[src/rtl/sid_write_sequencer.sv]
`default_nettype none
// ============================================================================
// sid_write_sequencer : timed SID register-write sequencer with command FIFO.
// Optional macro SID_SEQ_READBACK_EN: addr 0x19..0x1C become reads (rd_valid).
// Rev 1.0
// ============================================================================
module sid_write_sequencer #(
  parameter int DUAL       = 1,
  parameter int FIFO_DEPTH = 16,
  parameter int DELAY_W    = 16,
  localparam int CS_W      = (DUAL != 0) ? 2 : 1,
  localparam int LVL_W     = $clog2(FIFO_DEPTH) + 1
) (
  input  logic               clk,
  input  logic               reset_n,
  input  logic               ce_1m,
  input  logic               cmd_valid,
  output logic               cmd_ready,
  input  logic [DELAY_W-1:0] cmd_delay,
  input  logic               cmd_sel,
  input  logic [4:0]         cmd_addr,
  input  logic [7:0]         cmd_data,
  input  logic               flush,
  input  logic               pause,
  output logic [CS_W-1:0]    sid_cs,
  output logic               sid_we,
  output logic [4:0]         sid_addr,
  output logic [7:0]         sid_data,
  input  logic [7:0]         sid_rdata,
  output logic               rd_valid,
  output logic [7:0]         rd_data,
  output logic [LVL_W-1:0]   fifo_level,
  output logic               busy
);

  localparam int AW    = $clog2(FIFO_DEPTH);
  localparam int ENT_W = DELAY_W + 1 + 5 + 8;

  localparam logic [1:0] S_IDLE  = 2'd0;
  localparam logic [1:0] S_WAIT  = 2'd1;
  localparam logic [1:0] S_ISSUE = 2'd2;

  logic [ENT_W-1:0]   r_mem [FIFO_DEPTH];
  logic [AW-1:0]      r_wptr;
  logic [AW-1:0]      r_rptr;
  logic [LVL_W-1:0]   r_level;
  logic [1:0]         r_state;
  logic [1:0]         w_next_state;
  logic [DELAY_W-1:0] r_cnt;
  logic               r_sel;
  logic [4:0]         r_addr;
  logic [7:0]         r_data;
  logic [CS_W-1:0]    r_cs;
  logic               r_we;
  logic [4:0]         r_sid_addr;
  logic [7:0]         r_sid_data;
  logic               w_full;
  logic               w_empty;
  logic               w_push;
  logic               w_tick;
  logic               w_pop;
  logic               w_fire;
  logic               w_dec;
  logic               w_is_read;
  logic [CS_W-1:0]    w_cs_sel;

  assign w_full    = (r_level == LVL_W'(FIFO_DEPTH));
  assign w_empty   = (r_level == '0);
  assign cmd_ready = !w_full && !flush;
  assign w_push    = cmd_valid && cmd_ready;
  assign w_tick    = ce_1m && !pause;

  always_ff @(posedge clk) begin
    if (w_push) begin
      r_mem[r_wptr] <= {cmd_delay, cmd_sel, cmd_addr, cmd_data};
    end
  end

  // Flush wins over everything; push is already blocked by cmd_ready.
  always_ff @(posedge clk or negedge reset_n) begin
    if (!reset_n) begin
      r_wptr  <= '0;
      r_rptr  <= '0;
      r_level <= '0;
    end else if (flush) begin
      r_wptr  <= '0;
      r_rptr  <= '0;
      r_level <= '0;
    end else begin
      if (w_push) r_wptr <= r_wptr + 1'b1;
      if (w_pop)  r_rptr <= r_rptr + 1'b1;
      case ({w_push, w_pop})
        2'b10:   r_level <= r_level + 1'b1;
        2'b01:   r_level <= r_level - 1'b1;
        default: r_level <= r_level;
      endcase
    end
  end

  always_ff @(posedge clk or negedge reset_n) begin
    if (!reset_n) r_state <= S_IDLE;
    else          r_state <= w_next_state;
  end

  always_comb begin
    w_next_state = r_state;
    case (r_state)
      S_IDLE:  if (!w_empty && !flush) w_next_state = S_WAIT;
      S_WAIT: begin
        if (flush)                        w_next_state = S_IDLE;
        else if (w_tick && r_cnt == '0)   w_next_state = S_ISSUE;
      end
      S_ISSUE: w_next_state = S_IDLE;
      default: w_next_state = S_IDLE;
    endcase
  end

  always_comb begin
    w_pop  = 1'b0;
    w_fire = 1'b0;
    w_dec  = 1'b0;
    if (r_state == S_IDLE) begin
      w_pop = !w_empty && !flush;
    end
    if (r_state == S_WAIT && !flush && w_tick) begin
      w_fire = (r_cnt == '0);
      w_dec  = (r_cnt != '0);
    end
  end

  generate
    if (DUAL != 0) begin : g_cs_dual
      assign w_cs_sel = r_sel ? 2'b10 : 2'b01;
    end else begin : g_cs_single
      assign w_cs_sel = 1'b1;
    end
  endgenerate

  // Strobe registers clear every clk so a fire yields exactly one ISSUE cycle.
  always_ff @(posedge clk or negedge reset_n) begin
    if (!reset_n) begin
      r_cnt      <= '0;
      r_sel      <= 1'b0;
      r_addr     <= '0;
      r_data     <= '0;
      r_cs       <= '0;
      r_we       <= 1'b0;
      r_sid_addr <= '0;
      r_sid_data <= '0;
    end else begin
      r_cs <= '0;
      r_we <= 1'b0;
      if (w_pop) begin
        {r_cnt, r_sel, r_addr, r_data} <= r_mem[r_rptr];
      end else if (w_dec) begin
        r_cnt <= r_cnt - 1'b1;
      end
      if (w_fire) begin
        r_cs       <= w_cs_sel;
        r_we       <= !w_is_read;
        r_sid_addr <= r_addr;
        r_sid_data <= r_data;
      end
    end
  end

`ifdef SID_SEQ_READBACK_EN
  logic       r_rd_pend;
  logic       r_rd_valid;
  logic [7:0] r_rd_data;

  assign w_is_read = (r_addr >= 5'h19) && (r_addr <= 5'h1C);

  // r_rd_pend is high exactly during the ISSUE clk of a read.
  always_ff @(posedge clk or negedge reset_n) begin
    if (!reset_n) begin
      r_rd_pend  <= 1'b0;
      r_rd_valid <= 1'b0;
      r_rd_data  <= '0;
    end else begin
      r_rd_pend  <= w_fire && w_is_read;
      r_rd_valid <= r_rd_pend;
      if (r_rd_pend) r_rd_data <= sid_rdata;
    end
  end

  assign rd_valid = r_rd_valid;
  assign rd_data  = r_rd_data;
`else
  logic w_unused_rdata;

  assign w_is_read      = 1'b0;
  assign w_unused_rdata = ^sid_rdata;
  assign rd_valid       = 1'b0;
  assign rd_data        = 8'h00;
`endif

  assign sid_cs     = r_cs;
  assign sid_we     = r_we;
  assign sid_addr   = r_sid_addr;
  assign sid_data   = r_sid_data;
  assign fifo_level = r_level;
  assign busy       = (r_state != S_IDLE) || !w_empty;

endmodule
`default_nettype wire

[config.mk]
export PLATFORM = sky130hd
export DESIGN_NAME = sid_write_sequencer
export DESIGN_NICKNAME = d
export VERILOG_FILES = /design/src/rtl/sid_write_sequencer.sv
export SDC_FILE = /design/constraint.sdc
export NUM_CORES = 1
export LEC_CHECK = 0
export ABC_AREA = 1
export ABC_CLOCK_PERIOD_IN_PS = 8700
export CELL_PAD_IN_SITES_DETAIL_PLACEMENT = 2
export CELL_PAD_IN_SITES_GLOBAL_PLACEMENT = 2
export CORE_MARGIN = 1
export CORE_UTILIZATION = 46
export DETAILED_ROUTE_END_ITERATION = 12
export PLACE_DENSITY_LB_ADDON = 0.25
export SLEW_MARGIN = 20
export SYNTH_ARGS = -nofsm -noshare
export SYNTH_HDL_FRONTEND = slang
export SYNTH_SLANG_ARGS = --single-unit
[constraint.sdc]
create_clock -name clk -period 8.7 [get_ports clk]
set_clock_uncertainty 0.15 [all_clocks]
set_input_delay 0.87 -clock clk [delete_from_list [all_inputs] [get_ports clk]]
set_output_delay 0.87 -clock clk [all_outputs]
set_load 0.05 [all_outputs]
==> qor.csv <==
metric;value;unit
die_area;48540;um2
fin_util;0.5308;
hold_viol;0;
ys_async_sr_fraction;0.1128;
cts-resized-gates;0;
r2r_end;r_cnt[12];
r2r_slack;4.86;ns
hold_class;reg2reg;
cts_sinks;541;
initial_core_util;0.4690;
irDropWorstVdd;0.2475;mV
vias;15210;
grt-ovfl-total;0;
drc_errors;14;
crit_fanout;79;
coreArea;46750;um2
cts_buffer_depth;3;
netlist.area_leader.share;0.6574;
yosysSeqAreaShare;0.7270;
syn-instance-count;1748;
finalSetupTns;0;ns
setup_slack;4.858;ns
finalWeightedCongestion;0.7839;
worst_slew_pin_slew;1.007;ns
post-cts-setup-buffer-count;0;
holdPathEnd;sid_cs[0];
ant_nets;0;
synth.cell_area;21930;um2
root_buffer;clkbuf_16;
whs_path_depth;1;
r2r_cells;10;
cts_tree;built;
die_w;220.3;um
yosys-top-cells-count;edfxtp_1 (480), nor2_1 (279), o21ai_0 (251), nand2_1 (193), o22ai_1 (78);
synth_edf_count;480;
multiInputGateArea;5289;um2
relSlewSlack;0.3289;
grt.total_usage;0.3163;
synthTopCellsByArea;edfxtp_1 (66%), dfrtp_1 (7.0%), o21ai_0 (5.7%), nor2_1 (4.8%), nand2_1 (3.3%);
post_drt_wl_per_cell;30.52;um
final_cell_area;24820;um2
placed_area;23050;um2
postRouteWirelength;74830;um
setup_violations;0;
path_clk_slew;0.06;ns
worstSkewPairLatency;0.63;ns
hpwl;38980;um
drt-initial-drc-count;1284;
fin_crit;3.842;ns
ys_seq_elements;541;
portBuffers;58;
crit_path_start_kind;register;
h-tree-depth;2;
synth_ff_type;edfxtp_1;
yosys_warnings;0;
grt_pass1_vias;16510;
cp.required;9.08;ns
row_count;79;
area_delta_synth_final;13.19;%
dr.pass1.iters;9;
io_pins;76;
outcome;finished, violations left;
arrival;4.22;ns
slew_violations;0;
place_worst_setup_slack;4.524;ns
yosysMostFrequentCell;edfxtp_1;
syn_avg_cell_area;12.54;um2
synthDistinctLibCells;48;
nFillCells;4416;
antenna_found_initial;3;
cts-buffers-inserted;57;
power.leakage;8.503;nW
avgViaCountPerCell;6.202;
grt_max_degree;92;
yosysTopAreaCell;edfxtp_1;
fin_total_pwr;7.455;mW
maxCapViolations;0;
p_per_area;300.4;nW/um2
r2r-start;r_rptr[0];
hold_start;r_sel;
grt_pass1_wl;110400;um
rsz0062_at_grt;false;
min_period_over_period;0.4416;
fmax;0.2603;GHz
die_h;220.3;um
path_class;reg2reg;
cts-hold-fix-buffers;0;
endpoint_kind;register;
drive_gt1_frac;0.09116;
failed_checks;design-rule violations;
finalNetCount;1847;
seq_area;15950;um2
==> cell type report <==
type,instances,share of cell area
sequential,541,0.6425
multi-input combinational,1043,0.2131
clock buffer,85,0.06453
timing repair buffer,90,0.03287
tap,607,0.03060
inverter,62,0.009780
clock inverter,22,0.006402
antenna,2,0.0002017
==> worst max-delay path by stage <==
stage,startpoint,cells after the start,to,slack (ns)
CTS,r_rptr[0],8,r_data[4],4.88
floorplan,flush,5,r_mem[11][0],5.37
global route,r_rptr[0],8,r_data[4],4.62
global placement,flush,7,r_mem[2][24],4.62
detailed placement,flush,7,r_mem[15][24],4.52
finish,r_rptr[0],10,r_cnt[12],4.86
==> placed cells by master (no fill, tap or decap), types with 3 or more instances in the layout <==
master | Yosys | routed
a211oi_1 | 4 | 4
a21oi_1 | 39 | 39
buf_4 | 20 | 32
clkbuf_1 | 39 | 21
clkbuf_16 | 0 | 57
clkbuf_8 | 0 | 7
clkdlybuf4s50_1 | 0 | 57
clkinv_1 | 1 | 8
clkinv_2 | 0 | 11
conb_1 | 1 | 9
dfrtp_1 | 61 | 58
edfxtp_1 | 480 | 480
ha_1 | 8 | 8
inv_1 | 54 | 54
inv_2 | 5 | 5
inv_6 | 0 | 3
mux2i_1 | 12 | 12
nand2_1 | 193 | 193
nand2_2 | 4 | 4
nand3_1 | 51 | 51
nand3_2 | 4 | 4
nor2_1 | 279 | 263
nor2_2 | 8 | 8
nor2_4 | 2 | 18
nor3_1 | 3 | 3
nor3_2 | 3 | 3
o2111ai_1 | 5 | 5
o211ai_1 | 29 | 29
o21ai_0 | 251 | 251
o21ai_1 | 16 | 16
o221ai_1 | 17 | 17
o22ai_1 | 78 | 78
o31ai_1 | 4 | 4
or2_2 | 3 | 3
xor2_1 | 6 | 6
==> state kept, by name (all words and copies together) (netlist names) <==
signal / flops
r_mem: 480
r_cnt: 16
r_rptr: 4
sid_we: 1
fifo_level: 5
r_data: 8
sid_cs: 2
r_wptr: 4
r_sel: 1
sid_addr: 5
r_state: 2
sid_data: 8
r_addr: 5
==> metal layers <==
| layer | share of wire | GRT usage |
|---|---|---|
| met1 | 0.41 | 0.4098 |
| met2 | 0.51 | 0.5455 |
| met3 | 0.049 | 0.04192 |
| met4 | 0.031 | 0.1117 |
| met5 | 0.00017 | 0 |
==> worst max-delay path, cell delays in order, from the launching register on <==
cell and delay (ns):
dfrtp_4 0.63, buf_4 0.80, buf_4 0.74, nor2_1 0.16
nor2_1 0.14, o21ai_0 0.12, o21ai_0 0.11, o21ai_0 0.10
o21ai_1 0.40, nor2_1 0.14, nor3_2 0.16
==> through the flow <==
stage                     hold slack [ns]  instances
final                              0.2953       2452
after global routing               0.3143       2451
after CTS                          0.2932       2450
after detailed placement           0.2854       2343
after global placement             0.2619       2343
after floorplan                    0.2532       1756
==> power breakdown <==
| part | internal (mW) | total [mW] | switching [mW] | leakage (nW) |
|---|---|---|---|---|
| sequential | 2.95 | 3.09 | 0.138 | 5.11 |
| clock | 1.33 | 2.36 | 1.03 | 0.869 |
| combinational | 0.538 | 2.01 | 1.47 | 2.52 |
| total | 4.82 | 7.45 | 2.64 | 8.50 |
==> kinds of logic (layout without fill, tap and decap cells) <==
kind of cell               count (synthesis)  count (layout)  share of synthesized area
and+or+nand+nor                          561             561                     0.1067
DFF                                      541             541                     0.7270
AOI/OAI and AO/OA                        446             446                     0.1146
buffers and inverters                    172             259                    0.03863
muxes                                     12              12                   0.005478
adders and majority gates                  8               8                   0.004565
xor gates and xnor gates                   7               7                   0.002796
other                                      1              11                  0.0001710
(Power assumes the default switching activity.)
